<file path="config.mk">
export PLATFORM = sky130hd
export DESIGN_NAME = game_round_ctrl
export DESIGN_NICKNAME = d
export VERILOG_FILES = /design/src/rtl/game_round_ctrl.sv
export SDC_FILE = /design/constraint.sdc
export NUM_CORES = 1
export LEC_CHECK = 0
export BUFFER_PORTS_ARGS = -buffer_cell sky130_fd_sc_hd__buf_2
export CAP_MARGIN = 20
export CORE_MARGIN = 5
export CORE_UTILIZATION = 60
export DETAILED_ROUTE_END_ITERATION = 8
export HOLD_SLACK_MARGIN = 0.08
export PLACE_DENSITY_LB_ADDON = 0.3
export SLEW_MARGIN = 20
export SYNTH_ARGS = -nofsm -noshare
export SYNTH_HDL_FRONTEND = slang
export SYNTH_SLANG_ARGS = --single-unit
export TNS_END_PERCENT = 5
</file>
<file path="constraint.sdc">
create_clock -name Clock -period 2.9 [get_ports Clock]
set_input_delay 0.29 -clock Clock [delete_from_list [all_inputs] [get_ports Clock]]
set_output_delay 0.29 -clock Clock [all_outputs]
set_load 0.1 [all_outputs]
</file>
<file path="src/rtl/game_round_ctrl.sv">
// Whack-a-mole round controller: round FSM, LFSR target picker, edge-scored
// BCD hit counter, and timer-reset control so the game timer only runs in PLAY.
module game_round_ctrl #(
    parameter int unsigned TARGET_SECONDS = 2,
    parameter logic [7:0]  LFSR_SEED      = 8'hA5
) (
    input  logic       Clock,
    input  logic       Reset,
    input  logic       Start,
    input  logic       SecondTick,
    input  logic       TimerDone,
    input  logic [3:0] Hit,
    output logic       TimerReset,
    output logic [3:0] TargetMask,
    output logic [3:0] ScoreOnes,
    output logic [3:0] ScoreTens,
    output logic [1:0] State,
    output logic       GameOver,
    output logic       HitPulse
);

    typedef enum logic [1:0] {
        IDLE = 2'b00,
        ARM  = 2'b01,
        PLAY = 2'b10,
        OVER = 2'b11
    } state_t;

    localparam logic [3:0] LIFE_RELOAD = 4'(TARGET_SECONDS);

    state_t     r_state;
    logic       r_timer_rst;
    logic [3:0] r_mask;
    logic [3:0] r_ones;
    logic [3:0] r_tens;
    logic       r_over;
    logic       r_pulse;
    logic [7:0] r_lfsr;
    logic [3:0] r_hit_prev;
    logic [3:0] r_life;
    logic [1:0] r_idx;

    logic [7:0] w_lfsr_next;
    logic [1:0] w_next_idx;
    logic [3:0] w_next_mask;
    logic [3:0] w_edge;
    logic       w_hit_active;
    logic [3:0] w_ones_inc;
    logic [3:0] w_tens_inc;

    always_comb begin
        w_lfsr_next  = {r_lfsr[6:0], r_lfsr[7] ^ r_lfsr[5] ^ r_lfsr[4] ^ r_lfsr[3]};
        // Never re-pick the current target, so every change is visible.
        w_next_idx   = (r_lfsr[1:0] == r_idx) ? r_idx + 2'd1 : r_lfsr[1:0];
        w_next_mask  = 4'b0001 << w_next_idx;
        w_edge       = Hit & ~r_hit_prev;
        w_hit_active = |(w_edge & r_mask);
        w_ones_inc   = r_ones;
        w_tens_inc   = r_tens;
        if (!(r_tens == 4'd9 && r_ones == 4'd9)) begin
            if (r_ones == 4'd9) begin
                w_ones_inc = '0;
                w_tens_inc = r_tens + 4'd1;
            end else begin
                w_ones_inc = r_ones + 4'd1;
            end
        end
    end

    always_ff @(posedge Clock) begin
        if (Reset) begin
            r_state     <= IDLE;
            r_timer_rst <= 1'b1;
            r_mask      <= '0;
            r_ones      <= '0;
            r_tens      <= '0;
            r_over      <= 1'b0;
            r_pulse     <= 1'b0;
            r_lfsr      <= LFSR_SEED;
            r_hit_prev  <= '0;
            r_life      <= '0;
            r_idx       <= '0;
        end else begin
            r_lfsr     <= w_lfsr_next;
            r_hit_prev <= Hit;
            r_pulse    <= 1'b0;
            case (r_state)
                IDLE: begin
                    r_timer_rst <= 1'b1;
                    r_mask      <= '0;
                    r_over      <= 1'b0;
                    if (Start) r_state <= ARM;
                end
                ARM: begin
                    // TimerReset drops here so it is already low in the first PLAY cycle.
                    r_state     <= PLAY;
                    r_timer_rst <= 1'b0;
                    r_ones      <= '0;
                    r_tens      <= '0;
                    r_mask      <= w_next_mask;
                    r_idx       <= w_next_idx;
                    r_life      <= LIFE_RELOAD;
                end
                PLAY: begin
                    if (TimerDone) begin
                        r_state     <= OVER;
                        r_over      <= 1'b1;
                        r_mask      <= '0;
                        r_timer_rst <= 1'b1;
                    end else if (w_hit_active) begin
                        r_ones  <= w_ones_inc;
                        r_tens  <= w_tens_inc;
                        r_pulse <= 1'b1;
                        r_mask  <= w_next_mask;
                        r_idx   <= w_next_idx;
                        r_life  <= LIFE_RELOAD;
                    end else if (SecondTick) begin
                        if (r_life == 4'd1) begin
                            r_mask <= w_next_mask;
                            r_idx  <= w_next_idx;
                            r_life <= LIFE_RELOAD;
                        end else begin
                            r_life <= r_life - 4'd1;
                        end
                    end
                end
                OVER: begin
                    r_mask      <= '0;
                    r_timer_rst <= 1'b1;
                    r_over      <= 1'b1;
                    if (Start) begin
                        r_state <= ARM;
                        r_over  <= 1'b0;
                    end
                end
                default: r_state <= IDLE;
            endcase
        end
    end

    assign State      = r_state;
    assign TimerReset = r_timer_rst;
    assign TargetMask = r_mask;
    assign ScoreOnes  = r_ones;
    assign ScoreTens  = r_tens;
    assign GameOver   = r_over;
    assign HitPulse   = r_pulse;

endmodule
</file>
# Word-level counts from Yosys, hierarchy flattened
# Index checks and enable logic that the tools add are counted.
# word_totals
register_bits	35
in_bits	9
output_inout_bits	17
# op_classes
n_addsub	4
n_eq_ne	17
shift	1
muxes	34
n_bitwise	7
reduce_logical	14
# op_table
operator	count
two-way mux 4 bit	16
one-hot mux 4 bit (2 select lines)	3
two-way mux 2 bit	7
one-hot mux 4 bit (3 select lines)	1
inequality test 2 bit (second input constant)	5
adder 4 x 1 -> 4 bit (second input constant)	2
bitwise AND 4 bit	2
equality test 4 bit (second input constant)	2
inequality test 4 bit (second input constant)	2
AND reduction 4 bit	2
inequality test 3 bit (second input constant)	2
one-hot mux 1 bit (3 select lines)	2
one-hot mux 2 bit (3 select lines)	1
AND reduction 2 bit	3
AND reduction 5 bit	1
equality test 2 bit (second input constant)	2
equality test 4 x 1 -> 1 bit (second input constant)	1
inverter 4 bit	1
one-hot mux 2 bit (2 select lines)	1
OR reduction 4 bit	1
<< shifter 1 x 2 -> 4 bit (first input constant)	1
subtractor 4 x 1 -> 4 bit (second input constant)	1
two-way mux 1 bit	3
AND reduction 3 bit	1
12 further kinds	14

# Logic depth before layout (Yosys ltp)
# depth
word_depth	8
mapped_depth	8
mapped_depth_nobuf	7

# Worst setup path after synthesis
# OpenSTA, ideal clock, no wires.
# synth_path
path_type	register to register
startpoint	register r_state[0] (netlist: State[0])
endpoint	register r_tens[2] (netlist: ScoreTens[2])
arrival_time_ns	2.367
required_ns	2.814
setup_slack_ns	0.447
path_stages_with_launch	9
cell_sequence	dfxtp_1 > inv_1 > ha_1 > buf_6 > nand4b_1 > and2b_1 > o21ai_2 > or3_1 > a211oi_1
# synth_between
elab_chain_cells	3
word_cells_on_any_way	9
# synth_lines
item	line	rtl
start: declaration	31	state_t r_state;
start signal: assignment	72	r_state <= IDLE;
start signal: assignment	92	if (Start) r_state <= ARM;
start signal: assignment	96	r_state <= PLAY;
equality test 2 bit / equality test 2 x 1 -> 1 bit (equally long branches)	87	case (r_state)
inequality test 2 bit (no line) / nonzero test 2 bit (equally long branches)	--	
AND reduction 5 bit (no line)	--	
end signal: assignment	112	r_tens <= w_tens_inc;
end: declaration	35	logic [3:0] r_tens;
# Parallel ways exist; a longest one is shown, timed or not.
# A chain may end at the register's enable or synchronous reset.

# Worst setup path in the final report
# layout_path
startpoint	register r_state[0] (netlist: State[0])
endpoint	register r_mask[0] (netlist: TargetMask[0])
# layout_between
elab_chain_cells	3
word_cells_on_any_way	9
# layout_lines
item	line	rtl
equality test 2 bit / zero test 2 bit (equally long branches)	87	
OR reduction 2 bit (no line) / inequality test 4 bit (equally long branches)	--	
one-hot mux 4 bit (3 select lines) / AND reduction 2 bit (equally long branches)	--	
end signal: assignment	100	r_mask <= w_next_mask;
end signal: assignment	114	r_mask <= w_next_mask;
end signal: assignment	119	r_mask <= w_next_mask;
end: declaration	33	logic [3:0] r_mask;
# Parallel ways exist; a longest one is shown, timed or not.

==> results.cfg <==
[sta]
finalHoldViolations = 0
rsz0062_at_grt = false
final-max-slew-violation-count = 0
period_share_pct = 69.2
maxSlewHeadroom_pct = 61.7
fin_crit_ns = 2.01
worst_pin_slew_ns = 0.574
fin_setup_tns_ns = 0
fmax_mhz = 498
fin_skew_ns = 0.00793
whs_ns = 0.181
setup_viol = 0

[hold_path]
hold_path.class = input pin to flip-flop
min_from = Hit[3]

[clock_tree]
clkTransAtPathRegs_ns = 0.10
post_cts_buffers = 0
cts-root-buf = clkbuf_4
cts_buffer_depth = 2
cts_max_level = 2
cts_resized = 0
hold_buffers = 0
cts_made_buffers = 5
cts_sinks = 35
cts_tree = built
clk_latency_ns = 0.34

[detailed_routing]
via_count = 1395
wl_per_cell_um = 14.7
routed_wl_um = 3600
ant_nets = 0
viasPerCell = 5.69
drt_drc_violations_left = 0
first_pass_iters = 4
dr.first_iter.drc_count = 76

[grt]
grt_antenna_before_repair = 0
grt_use_total_pct = 18.8
grt_pass1_wl_um = 6050
grt_max_degree = 36
overflow = 0
grt_pass1_vias = 1353

[place]
place_hpwl_um = 2670
routabilityCongestion = 0.921
placed_cells = 238
port_buffers = 25

[yosys]
ys_types = 49
ys_seq_elements = 35
synth.area.top_cells = dfxtp_1 41%, ha_1 7.2%, nor2_1 3.7%, nor2b_1 3.3%, mux2i_1 2.9%
yosys.area.top_type_share_pct = 40.5
yosys.area.top_type = dfxtp_1
synth_flop_cell = dfxtp_1
synth_edf_count = 0
ys_seq_area_share_pct = 40.5
syn_area_um2 = 1730
synth_nets = 207
netlist_instances = 188
avgSynthCellArea_um2 = 9.20
synth-async-reset-ratio_pct = 0
synth_warnings = 0

[finish]
drive_gt1_share_pct = 22.0
syn2layout_area_growth_pct = 11.0
layout.cells.non_filler = 245
finalNetCount = 233
final_util_pct = 69.6
antenna_cells = 0
fillers = 220

[floorplanning]
initial_core_util_pct = 62.7
coreArea_um2 = 2760
die_y_um = 63.7
ios = 26
std_cell_rows = 19
die_w_um = 63.7
die_area_um2 = 4060

[worst_setup_path]
r2r_start = State[0]
critPathRequiredTime_ns = 3.17
crit_start = State[0]
path_max_fanout = 12
critPathKind = flip-flop to flip-flop
startpoint_type = flip-flop
arrival_ns = 2.28
endpoint_kind = flip-flop

[run_status]
status = completed

[power]
cellPowerDensity_nw_per_um2 = 862
p_leak_nw = 0.884
power_w = 0.00166
vdd_drop_max_v = 0.00105

[run]
drv_cap = 0
==> synthesized netlist by cell type, drive strengths merged, types with 5 or more instances <==
cell,instances
dfxtp,35
nor2,17
nand2,13
inv,12
ha,10
nor2b,10
a21oi,9
nor3,7
nand3,6
o21ai,6
clkbuf,5
mux2i,5
nand2b,5
nand3b,5
==> path summary, 6_finish.rpt <==
| kind | depth (start not counted) | end | slack (ns) |
|---|---|---|---|
| setup / recovery | 6 | TargetMask[0] | 0.89 |
| setup reg to reg | 6 | TargetMask[0] | 0.89 |
| hold / removal | 2 | r_hit_prev[3] | 0.18 |
| hold reg to reg | 1 | r_lfsr[7] | 0.42 |
==> layer usage <==
layer / track usage (%) / part of all wire (%)
met2: 31.9 / 51
met1: 20.7 / 42
met5: 0 / 0
met3: 6.57 / 4.8
met4: 9.09 / 2.0
==> final cells by class <==
class                   count  area [um2]  area share, %
repair buffers             25         125           6.52
inverters                  12        45.0           2.35
flip-flops and latches     35         701           36.5
well taps                  31        38.8           2.02
clock buffers               6        51.3           2.67
clock inverters             1        5.00          0.261
multi-input cells         135         953           49.7
==> cells by family after synthesis <==
group,count (synthesis),synth area share (%)
AOI/OAI and AO/OA,31,13.2
adders and majority gates,10,7.24
DFF,35,40.5
muxes,7,4.41
and+or+nand+nor,82,27.7
buffers and inverters,18,4.34
xor gates and xnor gates,5,2.53
==> power by group <==
group | switching (W) | leakage [nW] | internal, W
logic | 0.000557 | 0.562 | 0.000213
registers | 0.0000624 | 0.288 | 0.000550
clock network | 0.000160 | 0.0341 | 0.000112
total | 0.000780 | 0.884 | 0.000875
==> critical path, cell delays in order (launching register included) <==
cell and delay (ns):
dfxtp_1 0.37, inv_1 0.08, ha_1 0.43, and2b_1 0.29, nor2_1 0.11, or4_1 0.52
a21oi_1 0.15
==> stage by stage <==
stage               cell area [um2]  setup slack, ns
finish                         1920            0.894
global placement               1860             1.02
global route                   1920            0.704
detailed placement             1860            0.945
floorplan                      1730            0.447
CTS                            1920            0.904
==> registers in the layout, summed over array words and instances (netlist names) <==
signal and cells:
r_lfsr 8, ScoreOnes 4, ScoreTens 4, TargetMask 4, r_hit_prev 4, r_life 4, State 2, r_idx 2
GameOver 1, HitPulse 1, TimerReset 1
==> cells in the final DEF, fill, tap and decap left out, types with 3 or more instances in the layout <==
| master | netlist | final |
|---|---|---|
| a211oi_1 | 3 | 3 |
| a21oi_1 | 8 | 8 |
| buf_2 | 0 | 25 |
| clkbuf_4 | 0 | 5 |
| dfxtp_1 | 35 | 35 |
| ha_1 | 10 | 10 |
| inv_1 | 12 | 12 |
| mux2i_1 | 5 | 5 |
| nand2_1 | 12 | 12 |
| nand2b_1 | 5 | 5 |
| nand3_1 | 6 | 6 |
| nand3b_1 | 4 | 4 |
| nor2_1 | 17 | 17 |
| nor2b_1 | 9 | 9 |
| nor3_1 | 5 | 5 |
| o21ai_0 | 3 | 3 |
| or2_2 | 3 | 3 |
| or4_1 | 3 | 3 |
| xor2_1 | 3 | 3 |
Note: power is estimated with default switching activity, not from simulation.
